### config.mk
export PLATFORM = sky130hd
export DESIGN_NAME = adc_frame_packer
export DESIGN_NICKNAME = d
export VERILOG_FILES = /design/src/rtl/adc_frame_packer_pkg.sv /design/src/rtl/adc_frame_packer_axis_out_reg.sv /design/src/rtl/adc_frame_packer.sv
export SDC_FILE = /design/constraint.sdc
export NUM_CORES = 1
export LEC_CHECK = 0
export CAP_MARGIN = 15
export CORE_AREA = 2 2 88 90
export DETAILED_ROUTE_END_ITERATION = 7
export DIE_AREA = 0 0 90 92
export PLACE_DENSITY = 0.75
export SLEW_MARGIN = 5
export SYNTH_ARGS = -nofsm -noshare
export SYNTH_HDL_FRONTEND = slang
export SYNTH_SLANG_ARGS = --single-unit
### constraint.sdc
create_clock -name s00_axis_aclk -period 2.1 [get_ports s00_axis_aclk]
set_clock_uncertainty 0.1 [all_clocks]
set_input_delay 0.525 -clock s00_axis_aclk [delete_from_list [all_inputs] [get_ports s00_axis_aclk]]
set_output_delay 0.525 -clock s00_axis_aclk [all_outputs]
set_load 0.02 [all_outputs]
### src/rtl/adc_frame_packer_pkg.sv
// Shared types and constants for the ADC frame packer.
package adc_frame_packer_pkg;

  typedef enum logic [1:0] {
    IDLE    = 2'd0,
    PAYLOAD = 2'd1,
    TS      = 2'd2,
    TRAILER = 2'd3
  } state_t;

  typedef struct packed {
    logic [7:0]  magic;
    logic [7:0]  seq;
    logic        short_f;
    logic [14:0] count;
  } trailer_t;

  localparam logic [3:0] TRAILER_KEEP = 4'hF;
  localparam int         CNT_W        = 15;
  localparam int         SEQ_W        = 8;

  // Assemble the 32-bit trailer word from its fields.
  function automatic logic [31:0] pack_trailer(
    input logic [7:0]       magic,
    input logic [SEQ_W-1:0] seq,
    input logic             short_f,
    input logic [CNT_W-1:0] count
  );
    trailer_t t;
    t.magic   = magic;
    t.seq     = seq;
    t.short_f = short_f;
    t.count   = count;
    return t;
  endfunction

endpackage

### src/rtl/adc_frame_packer_axis_out_reg.sv
// One-entry valid/ready output register. Owns the downstream AXI-Stream
// signals and tells the FSM when a new word may be loaded.
module axis_out_reg (
  input  logic        i_clk,
  input  logic        i_rst_n,
  input  logic        i_load,
  input  logic [31:0] i_data,
  input  logic [3:0]  i_keep,
  input  logic        i_last,
  input  logic        i_tready,
  output logic [31:0] o_tdata,
  output logic [3:0]  o_tkeep,
  output logic        o_tlast,
  output logic        o_tvalid,
  output logic        o_can_load
);

  logic [31:0] r_data;
  logic [3:0]  r_keep;
  logic        r_last;
  logic        r_valid;

  // Load a new word when asked; otherwise drop valid once it is taken.
  always_ff @(posedge i_clk or negedge i_rst_n) begin
    if (!i_rst_n) begin
      r_data  <= '0;
      r_keep  <= '0;
      r_last  <= 1'b0;
      r_valid <= 1'b0;
    end else if (i_load) begin
      r_data  <= i_data;
      r_keep  <= i_keep;
      r_last  <= i_last;
      r_valid <= 1'b1;
    end else if (i_tready) begin
      r_valid <= 1'b0;
    end
  end

  // Empty, or draining this cycle: a load never overwrites a held word.
  assign o_can_load = !r_valid || i_tready;
  assign o_tdata    = r_data;
  assign o_tkeep    = r_keep;
  assign o_tlast    = r_last;
  assign o_tvalid   = r_valid;

endmodule

### src/rtl/adc_frame_packer.sv
// ADC frame packer: cuts the 32-bit ADC sample-pair stream into packets of
// at most PKT_WORDS payload beats, each closed by a status trailer (tlast).
// Optional feature macro: ADC_PACKER_TIMESTAMP_EN adds a per-packet
// timestamp word (cycle count at the first payload beat) before the trailer.
//
//  state   | meaning
//  IDLE    | waiting for en and the first beat of a packet
//  PAYLOAD | forwarding payload beats, counting them
//  TS      | emitting the captured timestamp word (macro builds only)
//  TRAILER | emitting the status trailer, then back to IDLE
module adc_frame_packer
  import adc_frame_packer_pkg::*;
#(
  parameter int         PKT_WORDS = 1024,
  parameter logic [7:0] MAGIC     = 8'hA5
) (
  input  logic        s00_axis_aclk,
  input  logic        s00_axis_aresetn,
  input  logic        en,
  input  logic [31:0] s00_axis_tdata,
  input  logic [3:0]  s00_axis_tkeep,
  input  logic        s00_axis_tlast,
  input  logic        s00_axis_tvalid,
  output logic        s00_axis_tready,
  output logic [31:0] m00_axis_tdata,
  output logic [3:0]  m00_axis_tkeep,
  output logic        m00_axis_tlast,
  output logic        m00_axis_tvalid,
  input  logic        m00_axis_tready,
  output logic        busy
);

  localparam logic [CNT_W-1:0] PKT_LIM = CNT_W'(PKT_WORDS);

`ifdef ADC_PACKER_TIMESTAMP_EN
  localparam state_t END_STATE = TS;
`else
  localparam state_t END_STATE = TRAILER;
`endif

  state_t           r_state;
  state_t           w_state_nxt;
  logic [CNT_W-1:0] r_count;
  logic [CNT_W-1:0] w_count_nxt;
  logic [CNT_W-1:0] w_cnt_inc;
  logic [SEQ_W-1:0] r_seq;
  logic [SEQ_W-1:0] w_seq_nxt;
  logic             r_short;
  logic             w_short_nxt;
  logic             r_run;

  logic             w_load;
  logic [31:0]      w_ld_data;
  logic [3:0]       w_ld_keep;
  logic             w_ld_last;
  logic             w_can_load;
  logic             w_s_tready;
  logic             w_first;

  axis_out_reg u_out (
    .i_clk      (s00_axis_aclk),
    .i_rst_n    (s00_axis_aresetn),
    .i_load     (w_load),
    .i_data     (w_ld_data),
    .i_keep     (w_ld_keep),
    .i_last     (w_ld_last),
    .i_tready   (m00_axis_tready),
    .o_tdata    (m00_axis_tdata),
    .o_tkeep    (m00_axis_tkeep),
    .o_tlast    (m00_axis_tlast),
    .o_tvalid   (m00_axis_tvalid),
    .o_can_load (w_can_load)
  );

`ifdef ADC_PACKER_TIMESTAMP_EN
  logic [31:0] r_ts_cnt;
  logic [31:0] r_ts_cap;

  // Free-running cycle counter; snapshot taken on each packet's first beat.
  always_ff @(posedge s00_axis_aclk or negedge s00_axis_aresetn) begin
    if (!s00_axis_aresetn) begin
      r_ts_cnt <= '0;
      r_ts_cap <= '0;
    end else begin
      r_ts_cnt <= r_ts_cnt + 32'd1;
      if (w_first) r_ts_cap <= r_ts_cnt;
    end
  end
`endif

  // Keeps input ready low for the first cycle after reset even if en is high.
  always_ff @(posedge s00_axis_aclk or negedge s00_axis_aresetn) begin
    if (!s00_axis_aresetn) r_run <= 1'b0;
    else                   r_run <= 1'b1;
  end

  // State, beat count, sequence number and short flag registers.
  always_ff @(posedge s00_axis_aclk or negedge s00_axis_aresetn) begin
    if (!s00_axis_aresetn) begin
      r_state <= IDLE;
      r_count <= '0;
      r_seq   <= '0;
      r_short <= 1'b0;
    end else begin
      r_state <= w_state_nxt;
      r_count <= w_count_nxt;
      r_seq   <= w_seq_nxt;
      r_short <= w_short_nxt;
    end
  end

  // Count is always 0 in IDLE, so the same increment yields 1 for a first beat.
  assign w_cnt_inc = r_count + CNT_W'(1);

  // Next-state logic and output-register load selection.
  always_comb begin
    w_state_nxt = r_state;
    w_count_nxt = r_count;
    w_seq_nxt   = r_seq;
    w_short_nxt = r_short;
    w_load      = 1'b0;
    w_ld_data   = s00_axis_tdata;
    w_ld_keep   = s00_axis_tkeep;
    w_ld_last   = 1'b0;
    w_s_tready  = 1'b0;
    w_first     = 1'b0;
    case (r_state)
      IDLE, PAYLOAD: begin
        w_s_tready = r_run && ((r_state == PAYLOAD) || en) && w_can_load;
        if (s00_axis_tvalid && w_s_tready) begin
          w_load      = 1'b1;
          w_count_nxt = w_cnt_inc;
          w_first     = (r_state == IDLE);
          if ((w_cnt_inc == PKT_LIM) || s00_axis_tlast) begin
            w_short_nxt = s00_axis_tlast;
            w_state_nxt = END_STATE;
          end else begin
            w_state_nxt = PAYLOAD;
          end
        end
      end
`ifdef ADC_PACKER_TIMESTAMP_EN
      TS: begin
        if (w_can_load) begin
          w_load      = 1'b1;
          w_ld_data   = r_ts_cap;
          w_ld_keep   = TRAILER_KEEP;
          w_state_nxt = TRAILER;
        end
      end
`endif
      TRAILER: begin
        if (w_can_load) begin
          w_load      = 1'b1;
          w_ld_data   = pack_trailer(MAGIC, r_seq, r_short, r_count);
          w_ld_keep   = TRAILER_KEEP;
          w_ld_last   = 1'b1;
          w_seq_nxt   = r_seq + SEQ_W'(1);
          w_count_nxt = '0;
          w_short_nxt = 1'b0;
          w_state_nxt = IDLE;
        end
      end
      default: w_state_nxt = IDLE;
    endcase
  end

  assign s00_axis_tready = w_s_tready;
  assign busy            = (r_state != IDLE) || m00_axis_tvalid;

endmodule
Word level (Yosys, flattened, before mapping)
Cells that the tools add are included.

Equality and inequality tests: 6. Add/sub/neg operators: 2. Reductions and logical operators: 17. Mux-type cells: 22.

Operators with widths (count): $mux 32 (2); $mux 15 (2); $pmux 15 s2 (1); $add 15x1->15 const B (1); $eq 15x11->1 const B (1); $mux 1 (9); $add 8x1->8 const B (1); $mux 4 (2); $mux 2 (3); $ne 2x2->1 const B (3); $reduce_bool 2->1 (3); $logic_or 1x1->1 (4); $pmux 1 s2 (2); $pmux 2 s2 (1); $reduce_and 2->1 (2); $reduce_and 4->1 (1); $logic_and 1x1->1 (3); $reduce_and 3->1 (1); $eq 2x1->1 const B (1); $eq 2x2->1 const B (1); $logic_not 2->1 (1); $reduce_or 2->1 (1); $logic_not 1->1 (1).

Output and inout port bits: 40. Bits in registers: 65. Input bits: 42.

Logic depth before layout (Yosys ltp)
Gate-level depths: netlist (run 1).

Depth in word-level cells: 8. Depth in mapped cells: 7. Depth with buffers taken out: 7.

Cells and area by module
A second synthesis (run 1) with hierarchy kept.

Cells, all modules: 338. Area, all modules: 3369.5 sq um.

Modules (own cells, without submodules): adc_frame_packer (cells an instance 257, instances 1, area each 1879.3 sq um, seq. area each 675.6 sq um); axis_out_reg (cells an instance 81, instances 1, area each 1490.2 sq um, seq. area each 950.9 sq um).

Worst setup path after synthesis (run 1)
No wires, ideal clock.

Path type: reg-to-reg. Start: register r_count[0]. End: register r_short. Data arrival time: 2.094 ns. Setup slack: -0.215 ns. Stages on the path, launching flop included: 8. Required time: 1.879 ns. Cells stage by stage: dfrtp_1 > ha_1 > nand4_2 > or3_4 > o32a_1 > nor3_2 > nand4_1 > a32o_2.

Cells in the longest elaborated chain, start to end: 5.

RTL lines: start: declaration (RTL line adc_frame_packer.sv:43) `logic [CNT_W-1:0] r_count;`; start signal: assignment (RTL line adc_frame_packer.sv:106) `r_count <= w_count_nxt;`; $add 15x1->15 (RTL line adc_frame_packer.sv:113) `assign w_cnt_inc = r_count + CNT_W'(1);`; $eq 15x11->1 (RTL line adc_frame_packer.sv:134) `if ((w_cnt_inc == PKT_LIM) || s00_axis_tlast) begin`; $logic_or 1x1->1 (RTL line adc_frame_packer.sv:134); $ne 2x2->1 (no source line); $reduce_and 4->1 (no source line); end signal: assignment (RTL line adc_frame_packer.sv:108) `r_short <= w_short_nxt;`; end: declaration (RTL line adc_frame_packer.sv:48) `logic r_short;`.

No other way between the ends. A chain may end at the register's enable or synchronous reset.

Worst setup path in the final report (run 1)
Start: register r_count[1]. End: register r_short.

The elaborated chain is that of the path after synthesis.

==> results of run 1 <==
==> what timing repair did <==
item	CTS	global route
endpoints found under the setup margin	4	9
resized for setup	6	11
setup buffers	0	1
pin swaps	0	2
==> metrics by stage <==
step	cells	cell area, um^2	util
CTS	573	4543	0.6100
detailed placement	559	4333	0.5818
floorplan	363	3187	-
finish	574	4561	0.6124
global placement	559	4333	0.5818
global route	574	4561	0.6124
==> logic make-up after synthesis <==
logic type	count (synthesis)	synth area share
compound gates	66	0.1250
xor+xnor	10	0.02769
fa+ha+maj	3	0.01187
buf+inv	26	0.04905
flops	65	0.5142
mux	2	0.006329
other cells	1	0.001186
simple gates	190	0.2646
==> report_power, final <==
group	total [mW]	switching (mW)	internal (mW)
clock network	1.18	0.459	0.718
logic	2.16	1.09	1.06
registers	1.97	0.299	1.67
total	5.30	1.85	3.45
==> worst max-delay path, delay by kind of cell (launching register included) <==
family	cells	cell delay, ps
AND/OR/NAND/NOR	4	760
AO/OA/AOI/OAI	2	580
flip-flops	1	390
adder cells (fa/ha/maj)	1	150
==> cells in the mapped netlist, drive strengths merged, types with 4 or more instances <==
master  instances
buf             6
nand4          10
nor3            5
nand2          98
or3             4
nor2           44
clkbuf         18
o21ai          21
nand3          20
a21oi           8
a31oi          29
dfrtp          65
xnor2           8
==> worst paths after layout <==
check                                                 end  cells past startpoint  slack [ps]
max                                   r_short$_DFFE_PN0P_                      7          10
min                          u_out.o_tdata[6]$_DFFE_PN0P_                      1          40
max reg2reg                           r_short$_DFFE_PN0P_                      7          10
min reg2reg                          r_seq[7]$_DFFE_PN0P_                      1         380
max in group asynchronous   u_out.o_tdata[22]$_DFFE_PN0P_                      2        1280
min in group s00_axis_aclk           r_seq[7]$_DFFE_PN0P_                      1         380
==> layout make-up <==
cell class                 count  area (um^2)  area share
sequential                    65         1632      0.3577
multi-input combinational    272         1421      0.3117
timing repair buffer         119         1156      0.2535
clock buffer                  11        151.4     0.03320
tap                          102        127.6     0.02798
clock inverter                 3        65.06     0.01427
inverter                       2        7.507    0.001646
==> metal layers <==
layer / track usage / vias up
met5: 0 / -
met4: 0.07949 / 0
met3: 0.06491 / 12
met2: 0.3553 / 83
met1: 0.2635 / 1432
li1: - / 1449
==> flip-flops by register name (all words and copies together), names as in the netlist <==
signal and cells:
u_out.o_tkeep 4, r_seq 8, u_out.o_tdata 32, u_out.o_tlast 1, r_count 15, r_run 1, u_out.o_tvalid 1, r_state 2
r_short 1
==> results.ini, run 1 <==
[sta]
period_share=0.9935
slew_headroom=0.6661
tns_ps=0
slew_violations=0
finalCriticalPeriod_ps=2086
worst_pin_slew_ps=499.9
grt_setup_unrepaired=yes
finalHoldViolCount=0
fmax_ghz=0.4793
holdWs_ps=38.49
setup_viol=0
setup_ws_ps=13.55

[setup_path]
r2r_start=r_count[1]$_DFFE_PN0P_
cpMaxStageDelayCell=or3_4
crit_start=r_count[1]$_DFFE_PN0P_
crit_arrival_ps=2210
end_kind=flop
critical_path.max_fanout=2
crit_type=flop to flop
cpPeakStageDelay_ps=400
crit_path_cell_trace=ha_4 > nand4_4 > or3_4 > o32a_1 > nor3_2 > nand4_1 > a32o_2
start_kind=flop
worstPathRequired_ps=2230

[placement]
portBuffers=81
gp_congestion=0.8330
hpwl_mm=5.991
dp_slack_ps=-384.9

[clocking]
h-tree-depth=3
cts_num_sinks=65
numCtsBuffers=9
postCtsHoldBufs=0
clkLatencyLatePin_ps=340
cts.reportedPaths.clkPinSlew_ps=70
cts_tree=built
clk_path_buf_depth=2
cts_root_buf=clkbuf_8

[detailed_routing]
viasPerCell=5.185
route.met3.wl_um=482
ant_nets=0
met2_length_mm=4.035
routed.top_layer=met4
drt_iter0_markers=121
avgRoutedWirePerCell_um=14.61
first_pass_iters=4
wl_mm=8.388
wl_met1_mm=3.706
vias=2976
drc=0

[logic_synthesis]
synth.area.top_cells=dfrtp_1 (51%), nand2_1 (12%), a31oi_1 (5.7%)
syn-num-nets=408
synthesis.instances=363
synth_ff_type=dfrtp_1
ys_seq_area_frac=0.5142
synthesis.area_um2=3163
yosysUniqueCellTypes=42
synth_area_leader_cell=dfrtp_1
synth_area_per_cell_um2=8.714
async_flop_share=1.000
synth-edff-count=0
synth_top_area_share=0.5142
yosysWarningCount=0
ys_seq_elements=65

[grt]
grt_pass1_vias=3008
grt_use_total=0.2137
grt_pass1_wl_mm=14.07
grt-ovfl-total=0
antenna_found_initial=0
grt_max_degree=32

[floorplanning]
die-area_um2=8280
die_w_um=90
core_um2=7447
die_h_um=92
std_cell_rows=32
ios=82
initial_core_util=0.4247

[finish]
diodes=0
final_common_cell=nand2_1
fin_nets=514
drive_gt1_frac=0.1483
fillers=685
layout_common_cells=nand2_1 (98), clkdlybuf4s50_1 (78), dfrtp_1 (61)
syn2layout_area_growth_pct=44.18

[power_and_ir_drop]
p_leak_nw=2.057
ir_worst_vdd_v=0.0005907
total_power_mw=5.305
powerDensity_nw_per_um2=1163

[status]
status=finished, final reports clean

[min_path]
hp-class=primary input to async pin

[run]
maxCapViolCount=0

No activity file was read; power rests on OpenSTA's default activity.
==> inputs of run 2 (changes only) <==
- PLACE_DENSITY: 0.75 -> 0.81
==> run 2 against run 1 <==
Net effect: the run now ends with setup timing left; worst setup slack worse by 26 ps; utilization up 0.74 points; sequential share of layout area down 0.48 points; register-to-register slack worse by 30 ps; clock power about the same.
==> results.ini, run 2 (synthesized netlist as in run 1, its figures left out) <==
[sta]
finalHoldViolCount=0  ; unchanged
slew_violations=0  ; unchanged
tns_ps=-12.58  ; -12.58 ps
setup_viol=1  ; +1
grt_setup_unrepaired=yes
period_share=1.006  ; +0.01244
setup_ws_ps=-12.58  ; -26.13 ps
finalCriticalPeriod_ps=2113  ; +26.13 ps
holdWs_ps=69.84  ; +31.36 ps
fmax_ghz=0.4734  ; -1.2%

[detailed_routing]
first_pass_iters=4  ; unchanged
viasPerCell=5.326  ; +2.7%
wl_mm=8.602  ; +2.6%
ant_nets=0  ; unchanged
drc=0  ; unchanged
drt_iter0_markers=215  ; +78%
vias=3084  ; +3.6%
avgRoutedWirePerCell_um=14.86  ; +1.7%

[setup_path]
crit_arrival_ps=2250  ; +40 ps
crit_start=r_count[0]$_DFFE_PN0P_
start_kind=flop
end_kind=flop
worstPathRequired_ps=2240  ; about the same
critical_path.max_fanout=2  ; unchanged
crit_type=flop to flop
r2r_start=r_count[0]$_DFFE_PN0P_

[placement]
portBuffers=81  ; unchanged
dpl_cell_area_um2=4348  ; +0.35%
hpwl_mm=5.803  ; -3.1%
gp_congestion=0.8439  ; +1.3%

[power_and_ir_drop]
powerDensity_nw_per_um2=1161  ; -0.21%
ir_worst_vdd_v=0.0008476  ; +43%
p_leak_nw=2.104  ; +2.3%

[status]
violations=setup timing
status=complete, but fails checks

[clocking]
postCtsHoldBufs=0  ; unchanged
cts_num_sinks=65  ; unchanged
clkLatencyLatePin_ps=350  ; about the same
clk_path_buf_depth=2  ; unchanged
h-tree-depth=3  ; unchanged
numCtsBuffers=9  ; unchanged
cts_root_buf=clkbuf_8
cts_tree=built
cts.reportedPaths.clkPinSlew_ps=70  ; about the same

[floorplanning]
initial_core_util=0.4247  ; unchanged
ios=82  ; unchanged
die_h_um=92  ; unchanged
die-area_um2=8280  ; unchanged
std_cell_rows=32  ; unchanged
die_w_um=90  ; unchanged
core_um2=7447  ; unchanged

[finish]
fin_nets=517  ; +0.58%
largest_register_ffs=32  ; unchanged
fillers=606  ; -12%
final_common_cell=nand2_1
drive_gt1_frac=0.1593  ; +0.01102
final_area_um2=4616  ; +1.2%
syn2layout_area_growth_pct=45.93
diodes=0  ; unchanged
layout_common_cells=nand2_1 (98), clkdlybuf4s50_1 (76), dfrtp_1 (63)

[grt]
grt_pass1_vias=3260  ; +8.4%
grt_max_degree=66  ; +110%
grt-ovfl-total=0  ; unchanged
grt_pass1_wl_mm=14.87  ; +5.7%
antenna_found_initial=0  ; unchanged
grt_use_total=0.2221  ; +0.008422

[run]
maxCapViolCount=0  ; unchanged

[min_path]
hp-class=primary input to async pin

-- run 2: changes by cell type in the layout (fill, tap and decap cells not counted), moves of 2 or more --
cell | before | now
buf_4 | 32 | 35
dfrtp_2 | 4 | 2
dlymetal6s2s_1 | 0 | 2
o21ai_0 | 14 | 19
o21ai_1 | 6 | 2
clkdlybuf4s50_1 | 78 | 76
dfrtp_1 | 61 | 63
-- run 2: layout make-up --
class	instances	area (um^2)	area share
timing repair buffer	122	1190	0.2578
multi-input combinational	272	1434	0.3107
tap	102	127.6	0.02765
inverter	2	7.507	0.001626
sequential	65	1629	0.3529
clock inverter	6	90.09	0.01952
clock buffer	10	137.6	0.02982
-- run 2: timing repair --
item | CTS | global route
hold endpoints to repair | 0 | 0
resized for setup | 5 | 11
pin swaps | 3 | 11
setup buffers | 1 | 1
cloned | 0 | 0
setup endpoints to repair | 7 | 19
-- run 2: metrics by stage --
| stage | setup slack [ps] | power [mW] | instances | utilization |
|---|---|---|---|---|
| after floorplan | -9.590 | 3.016 | 363 | - |
| after detailed placement | -428.5 | 4.149 | 561 | 0.5838 |
| after global routing | -100.2 | 5.661 | 579 | 0.6198 |
| after global placement | -385.9 | 4.089 | 561 | 0.5838 |
| after CTS | 7.693 | 5.376 | 578 | 0.6146 |
| final | -12.58 | 5.357 | 579 | 0.6198 |
-- run 2: report_power, final --
| part | switching (mW) | total [mW] | internal [mW] |
|---|---|---|---|
| sequential | 0.299 | 1.97 | 1.67 |
| combinational | 1.11 | 2.19 | 1.08 |
| clock | 0.500 | 1.20 | 0.704 |
| total | 1.91 | 5.36 | 3.45 |
-- run 2: worst max-delay path, cell delays in order (launching register included) --
cell	delay (ps)
dfrtp_2	390
ha_4	150
nand4_4	90
or3_4	350
o32a_1	340
nor3_2	170
nand4_1	130
a32o_2	290
-- run 2: path summary, 6_finish.rpt --
| check | to | slack [ps] | cells past startpoint |
|---|---|---|---|
| max in group asynchronous | r_count[0]$_DFFE_PN0P_ | 1510 | 2 |
| worst max register to register | r_short$_DFFE_PN0P_ | -10 | 7 |
| worst min-delay path | u_out.o_tdata[10]$_DFFE_PN0P_ | 70 | 2 |
| worst max-delay path | r_short$_DFFE_PN0P_ | -10 | 7 |
| min in group s00_axis_aclk | r_seq[7]$_DFFE_PN0P_ | 390 | 1 |
| worst min register to register | r_seq[7]$_DFFE_PN0P_ | 390 | 1 |
-- run 2: metal layers --
metal,track usage,routed length (um),share of wire,vias to the layer above
met5,0,0,0,-
met4,0.09744,165,0.019,0
met3,0.05259,490,0.057,17
met2,0.3747,4290,0.50,106
met1,0.2729,3655,0.42,1499
li1,-,-,-,1462
==> inputs of run 3 (changes only) <==
- CORE_AREA: 2 2 88 90 -> 2 2 113 71
- CTS_BUF_LIST: unset -> sky130_fd_sc_hd__clkbuf_16
- DIE_AREA: 0 0 90 92 -> 0 0 115 73
- GPL_TIMING_DRIVEN: unset -> 0
==> run 3 against run 2 <==
Net effect: highest routed layer unchanged; critical endpoint unchanged; sequential power about the same; first-iteration DRC count is 17% higher; cell count is 1.9% lower; count of clock-buffer cells in the layout shrank 1; maximum frequency is 0.13% lower; global-route usage up 0.23 points; sequential share of layout area grew 0.56 points; clock power is 10% higher; the flow still finishes with violations (setup timing); non-clock buffer count shrank 3; critical path type unchanged; register-to-register slack hardly changed; combinational power about the same.
==> results.ini, run 3 (synthesized netlist as in run 1, its figures left out) <==
[power_and_ir_drop]
powerDensity_nw_per_um2=1204  ; +3.7%
ir_worst_vdd_v=0.0005890  ; -31%
p_leak_nw=2.056  ; -2.3%
total_power_mw=5.479  ; +2.3%

[sta]
fmax_ghz=0.4727  ; -0.13%
grt_setup_unrepaired=yes
slew_headroom=0.4539
setup_viol=1  ; unchanged
holdWs_ps=180.4  ; +110.6 ps
worst_pin_slew_ps=819.1
finalHoldViolCount=0  ; unchanged
period_share=1.007  ; +0.001353
slew_violations=0  ; unchanged
setup_ws_ps=-15.42  ; -2.841 ps
finalCriticalPeriod_ps=2115  ; +2.841 ps

[floorplanning]
core_um2=7507  ; +0.81%
die_w_um=115  ; +28%
ios=82  ; unchanged
std_cell_rows=25  ; -22%
initial_core_util=0.4213  ; -0.003398
die_h_um=73  ; -21%
die-area_um2=8395  ; +1.4%

[detailed_routing]
viasPerCell=5.474  ; +2.8%
drt_iter0_markers=252  ; +17%
avgRoutedWirePerCell_um=15.75  ; +6.0%
ant_nets=0  ; unchanged
vias=3109  ; +0.81%
first_pass_iters=5  ; +1
wl_mm=8.947  ; +4.0%
drc=0  ; unchanged

[placement]
dp_slack_ps=-692.6  ; -264.1 ps
dpl_cell_area_um2=4113  ; -5.4%
gp_congestion=0.8895  ; +5.4%
hpwl_mm=5.927  ; +2.1%
portBuffers=81  ; unchanged

[status]
status=complete, but fails checks
violations=setup timing

[finish]
fin_nets=514  ; -0.58%
final_area_um2=4551  ; -1.4%
final_util=0.6062  ; -0.01362
largest_register_ffs=32  ; unchanged
syn2layout_area_growth_pct=43.87
final_common_cell=nand2_1
drive_gt1_frac=0.1392  ; -0.02009
layout_common_cells=nand2_1 (97), clkdlybuf4s50_1 (77), dfrtp_1 (61)
diodes=0  ; unchanged

[clocking]
clk_path_buf_depth=2  ; unchanged
clkLatencyLatePin_ps=330  ; -20 ps
cts_num_sinks=65  ; unchanged
numCtsBuffers=9  ; unchanged
h-tree-depth=3  ; unchanged
postCtsHoldBufs=0  ; unchanged
cts_root_buf=clkbuf_16
cts.reportedPaths.clkPinSlew_ps=50  ; -20 ps
cts_tree=built

[setup_path]
r2r_start=r_count[0]$_DFFE_PN0P_
start_kind=flop
end_kind=flop
worstPathRequired_ps=2210  ; -30 ps
critPathTopFamily=simple AND/OR/NAND/NOR gates
crit_path_cell_trace=ha_4 > nand4_4 > or3_4 > o32a_1 > nor3_2 > nand4_1 > a32o_2
cpMaxStageDelayCell=dfrtp_2
crit_type=flop to flop
crit_arrival_ps=2230  ; -20 ps
crit_start=r_count[0]$_DFFE_PN0P_
cpPeakStageDelay_ps=390  ; about the same
critical_path.max_fanout=4  ; +2
crit_buf_inv=0  ; unchanged

[run]
maxCapViolCount=0  ; unchanged

[grt]
grt_pass1_vias=3051  ; -6.4%
antenna_found_initial=0  ; unchanged
grt_use_total=0.2245  ; +0.002333
grt_max_degree=66  ; unchanged
grt-ovfl-total=0  ; unchanged
grt_pass1_wl_mm=14.46  ; -2.8%

[min_path]
hp-class=primary input to async pin

[run 3: cell count changes in the layout (fill, tap and decap cells not counted), moves of 2 or more]
cell and change:
bufinv_16 -2, clkbuf_1 +6, buf_2 +2, buf_4 -17, dlymetal6s2s_1 -2, clkbuf_8 -7, dfrtp_1 -2, buf_12 -6
clkbuf_16 +9, clkbuf_2 +6, dfrtp_2 +2, clkinv_1 +3, buf_6 +2
[run 3: final cells by class]
| class | count | area, um^2 |
|---|---|---|
| Tap cell | 94 | 117.6 |
| Buffer | 23 | 153.9 |
| Fill cell | 619 | 2957 |
| Inverter | 2 | 7.507 |
| Clock buffer | 9 | 225.2 |
| Sequential cell | 65 | 1632 |
| Timing Repair Buffer | 96 | 912.1 |
| Multi-Input combinational cell | 272 | 1464 |
| Clock inverter | 7 | 38.79 |
[run 3: metrics by stage]
stage | std cells | TNS [ps]
5_1_grt | 568 | -212.9
2_1_floorplan | 363 | -9.590
4_1_cts | 561 | 0
3_5_place_dp | 538 | -33150
6_report | 568 | -15.42
3_3_place_gp | 538 | -143810
[run 3: path summary, 6_finish.rpt]
| path | to | slack [ps] | cells after the start |
|---|---|---|---|
| max in group asynchronous | r_count[7]$_DFFE_PN0P_ | 1120 | 1 |
| setup / recovery | r_short$_DFFE_PN0P_ | -20 | 7 |
| hold reg to reg | r_seq[7]$_DFFE_PN0P_ | 380 | 1 |
| hold / removal | r_count[9]$_DFFE_PN0P_ | 180 | 1 |
| min in group s00_axis_aclk | r_seq[7]$_DFFE_PN0P_ | 380 | 1 |
| setup reg to reg | r_short$_DFFE_PN0P_ | -20 | 7 |
[run 3: layer usage]
metal	global-route usage	vias to the layer above	wire length, um	share of wire
li1	-	1462	-	-
met1	0.3031	1499	4080	0.46
met2	0.3458	139	4026	0.45
met3	0.08140	9	751	0.084
met4	0.05890	0	89	0.0099
met5	0	-	0	0
[run 3: report_power, final]
| group | switching (mW) | total, mW | internal [mW] | leakage [nW] |
|---|---|---|---|---|
| logic | 1.13 | 2.19 | 1.06 | 1.11 |
| registers | 0.297 | 1.97 | 1.67 | 0.820 |
| clock network | 0.534 | 1.32 | 0.782 | 0.125 |
[run 3: timing repair]
action | 4_1_cts | 5_1_grt
pin swaps | 3 | 5
endpoints found under the setup margin | 59 | 38
resized for setup | 23 | 16
gates cloned | 0 | 0
buffers inserted | 8 | 7
[run 3: worst register-to-register path, stage by stage, from the launching register on]
cell and delay (ps):
dfrtp_2 390, ha_4 160, nand4_4 120, or3_4 350, o32a_1 310, nor3_2 160
nand4_1 130, a32o_2 270
